## config.mk

```make
export PLATFORM = sky130hd
export DESIGN_NAME = zx_spi_feeder
export DESIGN_NICKNAME = d
export VERILOG_FILES = /design/src/rtl/zx_spi_feeder.sv
export SDC_FILE = /design/constraint.sdc
export NUM_CORES = 1
export LEC_CHECK = 0
export CORE_ASPECT_RATIO = 1.2
export CORE_UTILIZATION = 40
export DETAILED_ROUTE_END_ITERATION = 10
export PLACE_DENSITY_LB_ADDON = 0.2
export SLEW_MARGIN = 25
export SYNTH_ARGS = -nofsm -noshare
export SYNTH_HDL_FRONTEND = slang
export SYNTH_SLANG_ARGS = --single-unit
```

## constraint.sdc

```tcl
create_clock -name CLK14M -period 2.25 [get_ports CLK14M]
set_clock_uncertainty 0.2 [all_clocks]
set_input_delay 0.45 -clock CLK14M [delete_from_list [all_inputs] [get_ports CLK14M]]
set_output_delay 0.45 -clock CLK14M [all_outputs]
set_load 0.02 [all_outputs]
```

## src/rtl/zx_spi_feeder.sv

```systemverilog
// zx_spi_feeder: SPI initiator that loads the ZX expander CPLD's four
// SPI-addressed shadow registers (config, mouse, kempston, keyboard).
//
// Ports:
//   CLK14M      system clock, all logic on posedge
//   RESET       asynchronous active-high reset
//   *_REQ       one-cycle frame requests (cfg, mouse, kempston, kbd)
//   *_DATA      words to load; sampled when the frame is selected
//   SPI_SCK     serial clock, idle low
//   SPI_NSS     frame select, active low
//   SPI_MOSI    serial data, MSB first
//   SPI_A       register address: 00 cfg, 01 mouse, 10 kempston, 11 kbd
//   BUSY        high from frame select until NSS deasserts
//   DONE        one-cycle pulse when NSS returns high
//   DONE_CH     channel of the completed frame, valid with DONE
module zx_spi_feeder #(
  parameter int unsigned HALF_DIV = 4,
  parameter int unsigned GAP      = 2
) (
  input  logic        CLK14M,
  input  logic        RESET,
  input  logic        CFG_REQ,
  input  logic        MOUSE_REQ,
  input  logic        KMP_REQ,
  input  logic        KBD_REQ,
  input  logic [7:0]  CFG_DATA,
  input  logic [23:0] MOUSE_DATA,
  input  logic [7:0]  KMP_DATA,
  input  logic [39:0] KBD_DATA,
  output logic        SPI_SCK,
  output logic        SPI_NSS,
  output logic        SPI_MOSI,
  output logic [1:0]  SPI_A,
  output logic        BUSY,
  output logic        DONE,
  output logic [1:0]  DONE_CH
);

  localparam int unsigned MaxHold = (HALF_DIV > GAP) ? HALF_DIV : GAP;
  localparam int unsigned CntW    = (MaxHold > 1) ? $clog2(MaxHold) : 1;
  localparam logic [CntW-1:0] HalfLd = CntW'(HALF_DIV - 1);
  localparam logic [CntW-1:0] GapLd  = CntW'(GAP - 1);

  typedef enum logic [2:0] {
    StIdle, StSetup, StSelect, StHigh, StLow, StTail, StRelease
  } state_e;

  state_e          state_q, state_d;
  logic [CntW-1:0] cnt_q, cnt_d;
  logic [5:0]      bit_q, bit_d;    // SCK rises issued so far in this frame
  logic [5:0]      len_q, len_d;
  logic [1:0]      ch_q, ch_d;
  logic [39:0]     shreg_q, shreg_d;
  logic [3:0]      pend_q, pend_d;
  logic [3:0]      req_vec;
  logic [1:0]      sel;
  logic            hold_done;

  logic            sck_d, nss_d, mosi_d, busy_d, done_d;
  logic [1:0]      a_d, done_ch_d;

  // Indexed by channel code, which is also the SPI_A value.
  assign req_vec   = {KBD_REQ, KMP_REQ, MOUSE_REQ, CFG_REQ};
  assign hold_done = (cnt_q == '0);

  // Fixed priority: cfg > kbd > mouse > kempston.
  always_comb begin
    sel = 2'd2;
    if (pend_q[0])      sel = 2'd0;
    else if (pend_q[3]) sel = 2'd3;
    else if (pend_q[1]) sel = 2'd1;
  end

  always_comb begin
    state_d = state_q;
    cnt_d   = cnt_q;
    bit_d   = bit_q;
    len_d   = len_q;
    ch_d    = ch_q;
    shreg_d = shreg_q;
    pend_d  = pend_q | req_vec;

    case (state_q)
      StIdle: begin
        if (|pend_q) begin
          state_d     = StSetup;
          cnt_d       = GapLd;
          bit_d       = '0;
          ch_d        = sel;
          // A same-cycle request for the winner keeps its flag set.
          pend_d[sel] = req_vec[sel];
          case (sel)
            2'd0:    begin shreg_d = {CFG_DATA, 32'h0};   len_d = 6'd8;  end
            2'd1:    begin shreg_d = {MOUSE_DATA, 16'h0}; len_d = 6'd24; end
            2'd2:    begin shreg_d = {KMP_DATA, 32'h0};   len_d = 6'd8;  end
            default: begin shreg_d = ~KBD_DATA;           len_d = 6'd40; end
          endcase
        end
      end
      StSetup: begin
        if (hold_done) begin
          state_d = StSelect;
          cnt_d   = HalfLd;
        end else begin
          cnt_d = cnt_q - 1'b1;
        end
      end
      StSelect: begin
        if (hold_done) begin
          state_d = StHigh;
          cnt_d   = HalfLd;
        end else begin
          cnt_d = cnt_q - 1'b1;
        end
      end
      StHigh: begin
        if (hold_done) begin
          state_d = StLow;
          cnt_d   = HalfLd;
          bit_d   = bit_q + 6'd1;
          // Zero fill means MOSI is 0 in the low half after the last bit.
          shreg_d = {shreg_q[38:0], 1'b0};
        end else begin
          cnt_d = cnt_q - 1'b1;
        end
      end
      StLow: begin
        if (hold_done) begin
          state_d = (bit_q == len_q) ? StTail : StHigh;
          cnt_d   = HalfLd;
        end else begin
          cnt_d = cnt_q - 1'b1;
        end
      end
      StTail: begin
        if (hold_done) begin
          state_d = StRelease;
        end else begin
          cnt_d = cnt_q - 1'b1;
        end
      end
      StRelease: state_d = StIdle;
      default:   state_d = StIdle;
    endcase
  end

  // Pin values are derived from the next state and registered, so the pins
  // track state_q with no combinational path from the inputs.
  always_comb begin
    sck_d     = (state_d == StHigh);
    nss_d     = !(state_d inside {StSelect, StHigh, StLow, StTail});
    mosi_d    = (state_d inside {StSelect, StHigh, StLow}) ? shreg_d[39] : 1'b0;
    a_d       = (state_q == StIdle && state_d == StSetup) ? ch_d : SPI_A;
    busy_d    = (state_d != StIdle);
    done_d    = (state_d == StRelease);
    done_ch_d = (state_d == StRelease) ? ch_d : DONE_CH;
  end

  always_ff @(posedge CLK14M or posedge RESET) begin
    if (RESET) begin
      state_q  <= StIdle;
      cnt_q    <= '0;
      bit_q    <= '0;
      len_q    <= '0;
      ch_q     <= '0;
      shreg_q  <= '0;
      pend_q   <= '0;
      SPI_SCK  <= 1'b0;
      SPI_NSS  <= 1'b1;
      SPI_MOSI <= 1'b0;
      SPI_A    <= 2'b00;
      BUSY     <= 1'b0;
      DONE     <= 1'b0;
      DONE_CH  <= 2'b00;
    end else begin
      state_q  <= state_d;
      cnt_q    <= cnt_d;
      bit_q    <= bit_d;
      len_q    <= len_d;
      ch_q     <= ch_d;
      shreg_q  <= shreg_d;
      pend_q   <= pend_d;
      SPI_SCK  <= sck_d;
      SPI_NSS  <= nss_d;
      SPI_MOSI <= mosi_d;
      SPI_A    <= a_d;
      BUSY     <= busy_d;
      DONE     <= done_d;
      DONE_CH  <= done_ch_d;
    end
  end

endmodule

```

==> results.txt, run 1 <==
# DRC: 0
Post-layout util: 0.578
CTS resizes: 0
Seq/Total Area, Yosys: 0.497
R2R cell count: 6
Relative slew slack: 0.672
Total wire length: 8.59 mm
Skew-Pair Late Insertion Delay: 0.34 ns
Port Buf Inserts: 94
Setup TNS: 0 ns
Global Route Usage Sum: 0.197
Hold WC Path Type: register to register
Postcts setup bufs: 0
#FFs+latches synth: 69
Max VDD drop: 0.000322 V
Status: finished, final reports clean
Setup CP Type: register to primary output
Yosys top cell area share: 0.489
Tmin final: 2.12 ns
Worst-path clk slew: 0.08 ns
Worst slack, placed: 0.184 ns
P per Cell Area: 564 nW/um^2
Largest net degree at the start of global routing: 70
Layout cells sized above 1: 0.111
Die H: 104 microns
Area of the die: 9070 sq um
Vias in the first global route: 2,911
CP endpoint kind: primary output
RR Endpoint: shreg_q[2]
Distinct cells, synth: 42
Crit share post-route: 0.941
First-pass GRT wire length: 14.0 mm
CTS sink count: 69
Fmax: 0.472 GHz
Static Leakage: 2.02 nW
CP cell instances: clkdlybuf4s50_1
Largest stage delay on the critical path: 0.61 ns
Global route total overflow: 0
Mapped Cells: 351
# IOs: 95
Reg power frac: 0.482
WP data required: 1.60 ns
Post-DP HPWL: 6.01 mm
Clock share of power: 0.422
Final Setup Violations: 0
Syn nets: 440
Initial core utilization: 0.420
Initial DRT Pass Iterations: 4
Crit path buf inv count: 1
# rows: 36
Hold Buf Count CTS: 0
Switch share: 0.206
Clk buf depth: 2
Hold wc startpoint: ch_q[1]
Die extent in x: 87.1 microns
Internal power: 2.14 mW
Most frequent cells in the layout: 94 x clkdlybuf4s50_1, 68 x dfrtp_1, 41 x a21oi_1
Fin nets: 534
Initial DRC Count: 161
Yosys top cell by area: dfrtp_1
Clk root buf: clkbuf_8
Number of CTS-inserted buffers: 9
Max Cap Viol: 0
RSZ-0062 raised after global routing: false
TritonCTS clock tree: built
Post-route ant nets: 0
Slowest-stage cell, CP: clkdlybuf4s50_1
Ranking of synthesized cells by area: dfrtp_1 49%, a221o_1 6.9%, a21oi_1 5.9%
Syn avg cell area: 9.91 sq um
Vias post-DR: 3,052
WL/cell: 15.2 microns
Least-Margin Pin Slew: 0.491 ns
Hold depth: 1
Synth warnings: 0
Crit path max fanout: 1
Final Hold Fails: 0
FF-to-FF Start: pend_q[1]
Share of flip-flops with an asynchronous set or reset: 1.00
Arrival time worst endpoint: 1.47 ns
Synth Cell Area: 3480 sq um
Most common cell after layout, fill and taps aside: clkdlybuf4s50_1
Synth-to-Final Area Change: 37.7%
R2r setup slk: 0.20 ns
Ant. Diodes: 0
Switching component of the power: 0.557 mW
Antenna violations before repair: 0
Number of flops mapped to enable cells by yosys: 0
Most common flop cell mapped by yosys: dfrtp_1
Final WS setup: 0.132 ns
Worst setup SP type: register
Worst Hold Endpoint: ch_q[1]
Comb power frac: 0.096
Gpl congestion: 0.837
Crit-path leading delay family: buffers and inverters
DR vias/cell: 5.41
H-tree depth: 3
Max-slew violation count: 0
Core Area: 8290 sq um
## power groups by stage
stage	registers, mW	clock network, mW	logic, mW
2_1_floorplan	1.32	0	0.0815
6_report	1.30	1.14	0.259
3_3_place_gp	1.32	0	0.260
5_1_grt	1.31	1.23	0.283
3_5_place_dp	1.32	0	0.262
4_1_cts	1.30	1.16	0.263
## metal layers
metal / GRT usage / vias up / routed length (microns)
met1: 0.248 / 1478 / 3710
li1: - / 1466 / -
met3: 0.0381 / 18 / 394
met2: 0.326 / 90 / 4290
met5: 0 / - / 0
met4: 0.0843 / 0 / 194
## synth_stat cells, drive strengths merged, types with 4 or more instances
cell,number
mux2,11
or3,4
nand2,24
a221o,24
nand3,5
a21o,8
a22oi,16
nor2,23
a21oi,42
dfrtp,68
o21ai,31
inv,11
clkbuf,15
buf,13
xnor2,4
nor2b,20
## registers in the layout (all words and copies together), names as in the netlist, 2 cells and up
name	count
SPI_A	2
ch_q	2
shreg_q	40
DONE_CH	2
bit_q	6
state_q	3
len_q	3
cnt_q	2
pend_q	4
## layout make-up
| type | count | area (sq um) |
|---|---|---|
| Sequential cell | 69 | 1730 |
| Clock buffer | 12 | 155 |
| Inverter | 11 | 45.0 |
| Fill cell | 775 | 3500 |
| Tap cell | 114 | 143 |
| Multi-Input combinational cell | 243 | 1570 |
| Clock inverter | 4 | 70.1 |
| Timing Repair Buffer | 111 | 1080 |
## worst max path at each step
stage / from / end / slack, ns / depth (start not counted)
global route: cnt_q[0] / bit_q[2] / 0.1 / 7
detailed placement: KMP_DATA[7] / SPI_MOSI / 0.18 / 5
CTS: SPI_NSS / SPI_NSS / 0.12 / 1
finish: SPI_NSS / SPI_NSS / 0.13 / 1
global placement: MOUSE_DATA[23] / SPI_MOSI / 0.17 / 5
floorplan: pend_q[1] / shreg_q[32] / 0.35 / 5
## through the flow
stage | cells | power (mW) | area, sq um | hold WS, ns
final | 564 | 2.70 | 4790 | 0.279
after global routing | 564 | 2.81 | 4790 | 0.295
after CTS | 564 | 2.73 | 4790 | 0.280
after detailed placement | 548 | 1.59 | 4560 | 0.262
after global placement | 548 | 1.58 | 4560 | 0.253
after floorplan | 351 | 1.40 | 3480 | 0.241
## cell families after synthesis
group,Yosys count,synth area share
adders and majority gates,3,0.0108
muxes,12,0.0385
buffers and inverters,39,0.0529
AOI/OAI and AO/OA,133,0.255
and+or+nand+nor,91,0.136
xor gates and xnor gates,4,0.0101
DFF,69,0.497
No activity file was read; power rests on OpenSTA's default activity.
==> run 2: changes to the inputs <==
--- a/config.mk
+++ b/config.mk
@@ -8,6 +8,7 @@
 export CORE_ASPECT_RATIO = 1.2
 export CORE_UTILIZATION = 40
 export DETAILED_ROUTE_END_ITERATION = 10
+export GPL_ROUTABILITY_DRIVEN = 0
 export PLACE_DENSITY_LB_ADDON = 0.2
 export SLEW_MARGIN = 25
 export SYNTH_ARGS = -nofsm -noshare
==> results of run 2 <==
No change in the layout: final DEF, timing and power equal those of run 1.
==> run 3: changes to the inputs <==
--- a/config.mk
+++ b/config.mk
@@ -9,6 +9,7 @@
 export CORE_UTILIZATION = 40
 export DETAILED_ROUTE_END_ITERATION = 10
 export GPL_ROUTABILITY_DRIVEN = 0
+export HOLD_SLACK_MARGIN = 0.15
 export PLACE_DENSITY_LB_ADDON = 0.2
 export SLEW_MARGIN = 25
 export SYNTH_ARGS = -nofsm -noshare
==> results of run 3 <==
No change in the layout: final DEF, timing and power equal those of run 1.
